**config.mk**
```make
export PLATFORM = sky130hd
export DESIGN_NAME = tank_ctrl_multi
export DESIGN_NICKNAME = d
export VERILOG_FILES = /design/src/rtl/tank_pkg.sv /design/src/rtl/tank_bullet_slot.sv /design/src/rtl/tank_ctrl_multi.sv
export SDC_FILE = /design/constraint.sdc
export NUM_CORES = 1
export LEC_CHECK = 0
export ABC_AREA = 1
export CAP_MARGIN = 20
export CORE_MARGIN = 1.5
export CORE_UTILIZATION = 46
export CTS_CLUSTER_SIZE = 40
export DETAILED_ROUTE_END_ITERATION = 7
export DONT_BUFFER_PORTS = 1
export PLACE_DENSITY = 0.6
export SYNTH_ARGS = -nofsm -noshare
export SYNTH_HDL_FRONTEND = slang
export SYNTH_SLANG_ARGS = --single-unit
```
**constraint.sdc**
```tcl
create_clock -name Clk -period 4.6 [get_ports Clk]
set_clock_uncertainty 0.15 [all_clocks]
set_input_delay 1.15 -clock Clk [delete_from_list [all_inputs] [get_ports Clk]]
set_output_delay 1.15 -clock Clk [all_outputs]
set_load 0.01 [all_outputs]
```
**src/rtl/tank_pkg.sv**
```systemverilog
// Shared types and constants for the multi-bullet tank controller.
//   dir_t      : facing / travel direction, encoded 1..4 as exported on tank_dir
//   Key*       : USB HID keycodes for both key sets
//   Screen*    : last visible pixel on each axis
package tank_pkg;

  typedef enum logic [2:0] {
    DirUp    = 3'd1,
    DirRight = 3'd2,
    DirLeft  = 3'd3,
    DirDown  = 3'd4
  } dir_t;

  localparam logic [7:0] KeyW     = 8'h1A;
  localparam logic [7:0] KeyS     = 8'h16;
  localparam logic [7:0] KeyA     = 8'h04;
  localparam logic [7:0] KeyD     = 8'h07;
  localparam logic [7:0] KeyUp    = 8'h52;
  localparam logic [7:0] KeyDown  = 8'h51;
  localparam logic [7:0] KeyLeft  = 8'h50;
  localparam logic [7:0] KeyRight = 8'h4F;
  localparam logic [7:0] KeySpace = 8'h2C;
  localparam logic [7:0] KeyEnter = 8'h28;

  localparam int unsigned ScreenXMax = 639;
  localparam int unsigned ScreenYMax = 479;

endpackage

```
**src/rtl/tank_bullet_slot.sv**
```systemverilog
// One bullet slot: position/direction registers, spawn load, per-tick step, off-screen
// retire, external kill and the pixel hit test.
//   clk_i, rst_ni      : clock, asynchronous active-low reset
//   tick_i             : one-cycle frame strobe; motion happens only here
//   spawn_i            : load spawn_x_i/spawn_y_i/spawn_dir_i and go active
//   kill_i             : clear the slot on the next edge (beats spawn and motion)
//   draw_x_i, draw_y_i : pixel being drawn
//   active_o, x_o, y_o : slot state
//   hit_o              : pixel lies inside this active bullet
module tank_bullet_slot
  import tank_pkg::*;
#(
  parameter int unsigned BulletStep = 5,
  parameter int unsigned BulletW    = 8,
  parameter int unsigned BulletH    = 8,
  parameter int unsigned XLim       = 632,
  parameter int unsigned YLim       = 472
) (
  input  logic       clk_i,
  input  logic       rst_ni,
  input  logic       tick_i,
  input  logic       spawn_i,
  input  logic [9:0] spawn_x_i,
  input  logic [9:0] spawn_y_i,
  input  dir_t       spawn_dir_i,
  input  logic       kill_i,
  input  logic [9:0] draw_x_i,
  input  logic [9:0] draw_y_i,
  output logic       active_o,
  output logic [9:0] x_o,
  output logic [9:0] y_o,
  output logic       hit_o
);

  logic       active_q, active_d;
  logic [9:0] x_q, x_d;
  logic [9:0] y_q, y_d;
  dir_t       dir_q, dir_d;
  logic [10:0] nx, ny;

  always_comb begin
    active_d = active_q;
    x_d      = x_q;
    y_d      = y_q;
    dir_d    = dir_q;
    nx       = {1'b0, x_q};
    ny       = {1'b0, y_q};
    case (dir_q)
      DirUp:   ny = ny - 11'(BulletStep);
      DirDown: ny = ny + 11'(BulletStep);
      DirLeft: nx = nx - 11'(BulletStep);
      default: nx = nx + 11'(BulletStep);
    endcase

    if (kill_i) begin
      active_d = 1'b0;
      x_d      = '0;
      y_d      = '0;
    end else if (spawn_i) begin
      active_d = 1'b1;
      x_d      = spawn_x_i;
      y_d      = spawn_y_i;
      dir_d    = spawn_dir_i;
    end else if (tick_i && active_q) begin
      // A step below zero wraps to a large 11-bit value, so one upper compare covers both edges.
      if (nx > 11'(XLim) || ny > 11'(YLim)) begin
        active_d = 1'b0;
        x_d      = '0;
        y_d      = '0;
      end else begin
        x_d = nx[9:0];
        y_d = ny[9:0];
      end
    end
  end

  always_ff @(posedge clk_i or negedge rst_ni) begin
    if (!rst_ni) begin
      active_q <= 1'b0;
      x_q      <= '0;
      y_q      <= '0;
      dir_q    <= DirUp;
    end else begin
      active_q <= active_d;
      x_q      <= x_d;
      y_q      <= y_d;
      dir_q    <= dir_d;
    end
  end

  logic [10:0] x_end, y_end;
  assign x_end = {1'b0, x_q} + 11'(BulletW);
  assign y_end = {1'b0, y_q} + 11'(BulletH);

  assign hit_o = active_q &&
                 (draw_x_i >= x_q) && ({1'b0, draw_x_i} < x_end) &&
                 (draw_y_i >= y_q) && ({1'b0, draw_y_i} < y_end);

  assign active_o = active_q;
  assign x_o      = x_q;
  assign y_o      = y_q;

endmodule

```
**src/rtl/tank_ctrl_multi.sv**
```systemverilog
// Tank controller with a pool of NUM_BULLETS bullet slots.
//   Clk, Reset_n            : 50 MHz clock, asynchronous active-low reset
//   frame_clk               : asynchronous vsync level; its rising edge yields one tick
//   keycode                 : current USB keycode (move or fire)
//   can_move                : 0 = terrain blocks the tank's next step
//   bullet_kill             : per-slot retire request
//   DrawX, DrawY            : pixel being drawn
//   tank_X, tank_Y, tank_dir: tank top-left and facing (1 up, 2 right, 3 left, 4 down)
//   bullet_active, bullet_X_flat, bullet_Y_flat : slot state, slot i in bits [10i+9:10i]
//   is_tank, is_bullet, bullet_pix_idx          : pixel hit flags, lowest covering slot
module tank_ctrl_multi
  import tank_pkg::*;
#(
  parameter int unsigned NUM_BULLETS   = 4,
  parameter int unsigned KEY_SET       = 0,
  parameter int unsigned START_X       = 100,
  parameter int unsigned START_Y       = 240,
  parameter int unsigned TANK_STEP     = 1,
  parameter int unsigned BULLET_STEP   = 5,
  parameter int unsigned TANK_W        = 32,
  parameter int unsigned TANK_H        = 32,
  parameter int unsigned BULLET_W      = 8,
  parameter int unsigned BULLET_H      = 8,
  parameter int unsigned X_MAX         = ScreenXMax,
  parameter int unsigned Y_MAX         = ScreenYMax,
  parameter int unsigned FIRE_COOLDOWN = 15
) (
  input  logic                      Clk,
  input  logic                      Reset_n,
  input  logic                      frame_clk,
  input  logic [7:0]                keycode,
  input  logic                      can_move,
  input  logic [NUM_BULLETS-1:0]    bullet_kill,
  input  logic [9:0]                DrawX,
  input  logic [9:0]                DrawY,
  output logic [9:0]                tank_X,
  output logic [9:0]                tank_Y,
  output logic [2:0]                tank_dir,
  output logic [NUM_BULLETS-1:0]    bullet_active,
  output logic [10*NUM_BULLETS-1:0] bullet_X_flat,
  output logic [10*NUM_BULLETS-1:0] bullet_Y_flat,
  output logic                      is_tank,
  output logic                      is_bullet,
  output logic [2:0]                bullet_pix_idx
);

  localparam int unsigned TankXLim = X_MAX + 1 - TANK_W;
  localparam int unsigned TankYLim = Y_MAX + 1 - TANK_H;
  localparam int unsigned BulXLim  = X_MAX + 1 - BULLET_W;
  localparam int unsigned BulYLim  = Y_MAX + 1 - BULLET_H;
  localparam int unsigned CdW      = (FIRE_COOLDOWN > 0) ? $clog2(FIRE_COOLDOWN + 1) : 1;

  localparam logic [7:0] KMvUp    = (KEY_SET == 0) ? KeyW     : KeyUp;
  localparam logic [7:0] KMvDown  = (KEY_SET == 0) ? KeyS     : KeyDown;
  localparam logic [7:0] KMvLeft  = (KEY_SET == 0) ? KeyA     : KeyLeft;
  localparam logic [7:0] KMvRight = (KEY_SET == 0) ? KeyD     : KeyRight;
  localparam logic [7:0] KFire    = (KEY_SET == 0) ? KeySpace : KeyEnter;

  // Frame strobe: two synchroniser flops plus one history flop for edge detection.
  logic fsync1_q, fsync2_q, fprev_q;
  logic tick;

  always_ff @(posedge Clk or negedge Reset_n) begin
    if (!Reset_n) begin
      fsync1_q <= 1'b0;
      fsync2_q <= 1'b0;
      fprev_q  <= 1'b0;
    end else begin
      fsync1_q <= frame_clk;
      fsync2_q <= fsync1_q;
      fprev_q  <= fsync2_q;
    end
  end

  assign tick = fsync2_q & ~fprev_q;

  // Tank state
  logic [9:0]     tank_x_q, tank_x_d;
  logic [9:0]     tank_y_q, tank_y_d;
  dir_t           tank_dir_q, tank_dir_d;
  logic [CdW-1:0] cd_q, cd_d;

  logic        mv_valid;
  dir_t        mv_dir;
  logic [10:0] tx_step, ty_step;

  always_comb begin
    mv_valid = 1'b1;
    mv_dir   = DirUp;
    if (keycode == KMvUp)         mv_dir = DirUp;
    else if (keycode == KMvDown)  mv_dir = DirDown;
    else if (keycode == KMvLeft)  mv_dir = DirLeft;
    else if (keycode == KMvRight) mv_dir = DirRight;
    else                          mv_valid = 1'b0;
  end

  always_comb begin
    tank_x_d   = tank_x_q;
    tank_y_d   = tank_y_q;
    tank_dir_d = tank_dir_q;
    tx_step    = {1'b0, tank_x_q};
    ty_step    = {1'b0, tank_y_q};
    case (mv_dir)
      DirUp:   ty_step = ty_step - 11'(TANK_STEP);
      DirDown: ty_step = ty_step + 11'(TANK_STEP);
      DirLeft: tx_step = tx_step - 11'(TANK_STEP);
      default: tx_step = tx_step + 11'(TANK_STEP);
    endcase

    if (tick && mv_valid) begin
      tank_dir_d = mv_dir;
      if (can_move) begin
        // Out of range means either wrapped below zero (left/up) or past the far edge.
        if (tx_step > 11'(TankXLim)) begin
          tank_x_d = (mv_dir == DirLeft) ? 10'd0 : 10'(TankXLim);
        end else begin
          tank_x_d = tx_step[9:0];
        end
        if (ty_step > 11'(TankYLim)) begin
          tank_y_d = (mv_dir == DirUp) ? 10'd0 : 10'(TankYLim);
        end else begin
          tank_y_d = ty_step[9:0];
        end
      end
    end
  end

  // Spawn point from the pre-tick facing; negative results wrap high and fail the bound check.
  logic [10:0] spawn_x, spawn_y;
  logic        spawn_ok;

  always_comb begin
    spawn_x = {1'b0, tank_x_q};
    spawn_y = {1'b0, tank_y_q};
    case (tank_dir_q)
      DirUp: begin
        spawn_x = spawn_x + 11'(TANK_W / 2 - BULLET_W / 2);
        spawn_y = spawn_y - 11'(BULLET_H);
      end
      DirDown: begin
        spawn_x = spawn_x + 11'(TANK_W / 2 - BULLET_W / 2);
        spawn_y = spawn_y + 11'(TANK_H);
      end
      DirLeft: begin
        spawn_x = spawn_x - 11'(BULLET_W);
        spawn_y = spawn_y + 11'(TANK_H / 2 - BULLET_H / 2);
      end
      default: begin
        spawn_x = spawn_x + 11'(TANK_W);
        spawn_y = spawn_y + 11'(TANK_H / 2 - BULLET_H / 2);
      end
    endcase
    spawn_ok = (spawn_x <= 11'(BulXLim)) && (spawn_y <= 11'(BulYLim));
  end

  // Lowest free slot; a kill landing on that slot this cycle cancels the shot entirely.
  logic [NUM_BULLETS-1:0] alloc_oh;
  logic                   any_free;
  logic                   kill_sel;
  logic                   fire_ok;
  logic [NUM_BULLETS-1:0] spawn;

  always_comb begin
    alloc_oh = '0;
    any_free = 1'b0;
    kill_sel = 1'b0;
    for (int i = 0; i < int'(NUM_BULLETS); i++) begin
      if (!bullet_active[i] && !any_free) begin
        any_free    = 1'b1;
        alloc_oh[i] = 1'b1;
        kill_sel    = bullet_kill[i];
      end
    end
    fire_ok = tick && (keycode == KFire) && (cd_q == '0) && any_free && spawn_ok && !kill_sel;
    spawn   = fire_ok ? alloc_oh : '0;
  end

  always_comb begin
    cd_d = cd_q;
    if (fire_ok) begin
      cd_d = CdW'(FIRE_COOLDOWN);
    end else if (tick && cd_q != '0) begin
      cd_d = cd_q - 1'b1;
    end
  end

  always_ff @(posedge Clk or negedge Reset_n) begin
    if (!Reset_n) begin
      tank_x_q   <= 10'(START_X);
      tank_y_q   <= 10'(START_Y);
      tank_dir_q <= DirUp;
      cd_q       <= '0;
    end else begin
      tank_x_q   <= tank_x_d;
      tank_y_q   <= tank_y_d;
      tank_dir_q <= tank_dir_d;
      cd_q       <= cd_d;
    end
  end

  logic [NUM_BULLETS-1:0] slot_hit;

  for (genvar g = 0; g < NUM_BULLETS; g++) begin : g_slot
    tank_bullet_slot #(
      .BulletStep(BULLET_STEP),
      .BulletW   (BULLET_W),
      .BulletH   (BULLET_H),
      .XLim      (BulXLim),
      .YLim      (BulYLim)
    ) u_slot (
      .clk_i      (Clk),
      .rst_ni     (Reset_n),
      .tick_i     (tick),
      .spawn_i    (spawn[g]),
      .spawn_x_i  (spawn_x[9:0]),
      .spawn_y_i  (spawn_y[9:0]),
      .spawn_dir_i(tank_dir_q),
      .kill_i     (bullet_kill[g]),
      .draw_x_i   (DrawX),
      .draw_y_i   (DrawY),
      .active_o   (bullet_active[g]),
      .x_o        (bullet_X_flat[10*g +: 10]),
      .y_o        (bullet_Y_flat[10*g +: 10]),
      .hit_o      (slot_hit[g])
    );
  end

  always_comb begin
    bullet_pix_idx = 3'd0;
    for (int i = int'(NUM_BULLETS) - 1; i >= 0; i--) begin
      if (slot_hit[i]) bullet_pix_idx = 3'(i);
    end
  end

  assign is_bullet = |slot_hit;
  assign is_tank   = (DrawX >= tank_x_q) && ({1'b0, DrawX} < {1'b0, tank_x_q} + 11'(TANK_W)) &&
                     (DrawY >= tank_y_q) && ({1'b0, DrawY} < {1'b0, tank_y_q} + 11'(TANK_H));

  assign tank_X   = tank_x_q;
  assign tank_Y   = tank_y_q;
  assign tank_dir = tank_dir_q;

endmodule

```
==> results_dict.tcl <==
set metrics [dict create \
    status "finished clean" \
    worstSetupPathType "reg2out" \
    place_ws_ps 39.6 \
    synth_async_sr_flop_share_pct 100 \
    clock_latency_ps 460 \
    max-clock-path-buffers 2 \
    portBuffers 0 \
    fill_cells 4352 \
    die_y_um 207 \
    antenna_found_initial 1 \
    ios 148 \
    synth_cell_types 56 \
    drt_wl_total_mm 65.3 \
    worst_slack_ps 161 \
    utilization_pct 50.4 \
    seqPwrFrac_pct 27.1 \
    drtIter0Drc 1507 \
    syn_avg_cell_area_um2 6.13 \
    place.gp.congestion 0.943 \
    hold_end "fsync2_q" \
    critPathLaunchType "register" \
    syn_inst 3119 \
    gr-total-overflow 0 \
    synth_area_leaders "ha_1 18%, nand2_1 17%, dfrtp_1 15%" \
    cts_buffers 17 \
    register_area_um2 3180 \
    die_area_um2 42800 \
    r2r_cells 19 \
    drt-pass1-iter-count 8 \
    yosysSeqAreaShare_pct 16.6 \
    synth_area_um2 19100 \
    start_util_pct 46.7 \
    pwr_density_cell_nw_per_um2 258 \
    power.total_uw 5320 \
    min_from "fsync1_q" \
    drive_gt1_share_pct 5.37 \
    final_nets 3458 \
    synth_area_leader_cell "ha_1" \
    clk_pin_slew_ps 70 \
    reg2reg_from "g_slot[1].u_slot.dir_q[0]" \
    fmax_ghz 0.225 \
    vias_per_cell 5.52 \
    rrSetupSlack_ps 570 \
    cts.sinks 126 \
    vias 20300 \
    syn2layout_area_growth_pct 7.81 \
    hold_viol 0 \
    hold_buffers 0 \
    grt_max_degree 127 \
    crit_fanout 5 \
    cp_data_arrival_time_ps 3140 \
    tightest_slew_ps 835 \
    ys.flop_type "dfrtp_1" \
    ir_drop_mv 0.287 \
    chipWidth_um 207 \
    end_kind "output port" \
    hpwl_mm 49.9 \
    setup_tns_ps 0 \
    core_area_um2 40900 \
    setup_viol 0 \
    syn_nets 3443 \
    rr_endpoint "g_slot[1].u_slot.x_o[5]" \
    rows 74 \
    num_antenna_cells 0 \
    leakage_uw 0.0109 \
    synth_enable_flop_cells 0 \
    internal_power_uw 2980 \
    worstHoldPathType "reg2reg" \
    pwr-share-clk_pct 28.2 \
    fin_crit_sh_pct 96.5 \
    yosysTopAreaCellShare_pct 18.2 \
    grt.total_usage_pct 30.8 \
    min_delay_path_depth 0 \
    slew_headroom_pct 44.2 \
    ys.warnings.count 0 \
    synth_common_cells "867 x nand2_1, 435 x nor2_1, 390 x inv_1" \
    period_minus_slack_ps 4440 \
    h-tree-depth 4 \
    cts-root-buf "clkbuf_16" \
    cts_tree "built" \
    worstPathRequired_ps 3300 \
    ant_nets 0 \
    swShare_pct 43.9 \
    multi_input_area_um2 14100 \
    wl_per_cell_um 17.7 \
    slew_violations 0 \
    ys_ff_latch 126 \
    rsz0062_at_grt "yes" \
    drcViolationCount 0 \
    p_sw_uw 2340 \
    maxCapViolCount 0 \
    grt_pass1_vias 18900 \
    grt_pass1_wl_mm 102 \
    combPwrFrac_pct 44.7 \
    synth.most_common_cell "nand2_1" \
]
-- critical path, stage by stage, from the launching register on --
cell and delay, ps:
dfrtp_1 370, buf_6 150, ha_1 180, nand3_1 150
nor3_2 160, xor2_1 200, ha_1 270, nand4_1 130
nor2_1 70, nor4_2 310, buf_4 180, nand3_1 100
a21boi_2 180, buf_4 130, buf_4 100
-- layer usage --
| layer | routed length (µm) | global-route usage (%) | vias up |
|---|---|---|---|
| met2 | 29600 | 50.2 | 561 |
| met1 | 29400 | 40.8 | 9431 |
| met3 | 4000 | 4.80 | 111 |
| met5 | 13 | 0 | - |
| met4 | 2220 | 12.1 | 2 |
| li1 | - | - | 10200 |
-- through the flow --
| step | area, µm² | hold slack, ps | std cells |
|---|---|---|---|
| finish | 20600 | 212 | 3679 |
| global route | 20600 | 217 | 3679 |
| CTS | 20500 | 213 | 3678 |
| detailed placement | 19900 | 190 | 3646 |
| global placement | 19900 | 195 | 3646 |
| floorplan | 19100 | 181 | 3119 |
-- how the worst max path moves through the flow --
stage / from / endpoint / slack [ps] / cells after the start
after floorplan: keycode[7] / tank_X[0] / 430 / 21
after global placement: DrawY[0] / bullet_pix_idx[0] / 40 / 11
after detailed placement: DrawX[0] / bullet_pix_idx[0] / 40 / 13
after CTS: tank_X[6] / is_tank / 30 / 13
after global routing: tank_X[6] / is_tank / -4 / 13
final: g_slot[1].u_slot.x_o[4] / bullet_pix_idx[0] / 160 / 14
-- cell families (layout without fill, tap and decap cells) --
kind of cell,count (synthesis),count (layout),synth area share (%)
AND/OR/NAND/NOR,1787,1787,40.1
XOR/XNOR,72,72,3.30
other,1,1,0.0196
buffers and inverters,480,508,10.2
flip-flops,126,126,16.6
adder cells (fa/ha/maj),288,288,19.2
AO/OA/AOI/OAI,365,365,10.6
-- final cells by class --
cell class | count | share of cell area, %
Inverter | 405 | 7.37
Clock buffer | 21 | 2.18
Timing Repair Buffer | 71 | 2.59
Sequential cell | 126 | 15.4
Clock inverter | 11 | 0.801
Tap cell | 532 | 3.23
Multi-Input combinational cell | 2513 | 68.4
-- power groups by stage --
| stage | registers, µW | logic (µW) | clock network (µW) |
|---|---|---|---|
| global placement | 1450 | 2290 | 0 |
| finish | 1440 | 2380 | 1500 |
| CTS | 1440 | 2350 | 1520 |
| floorplan | 1440 | 1650 | 0 |
| detailed placement | 1460 | 2330 | 0 |
| global route | 1460 | 2690 | 1560 |
-- sequential cells by signal (all words and copies together), names as in the netlist, 3 cells and up --
| register | cells |
|---|---|
| g_slot.u_slot.dir_q | 12 |
| tank_dir | 3 |
| tank_X | 10 |
| g_slot.u_slot.active_o | 4 |
| cd_q | 4 |
| g_slot.u_slot.y_o | 40 |
| g_slot.u_slot.x_o | 40 |
| tank_Y | 10 |
-- layout by cell type, fill, tap and decap left out, drive strengths merged, types with 6 or more instances in the layout --
master,netlist,routed
clkinv,5,11
a211oi,10,10
a21boi,7,7
nor3,45,45
nand2,872,872
a31oi,7,7
nor2,442,442
fa,10,10
buf,45,71
nand3b,54,54
clkbuf,30,21
nand4,53,53
o21bai,14,14
nand3,298,298
nor4,6,6
dfrtp,114,114
a21oi,153,153
xnor2,22,22
o211ai,9,9
inv,400,400
xor2,50,50
o21ai,135,135
ha,278,278
o21a,10,10
a21o,6,6
dfstp,12,12
-- repair_timing --
| action | CTS | global route |
|---|---|---|
| pin swaps | 0 | 5 |
| resized for setup | 7 | 18 |
| cloned | 0 | 0 |
| setup buffers | 0 | 1 |
| hold endpoints to repair | 0 | 0 |
| setup endpoints to repair | 1 | 4 |
Power figures use the tool's default switching activity.
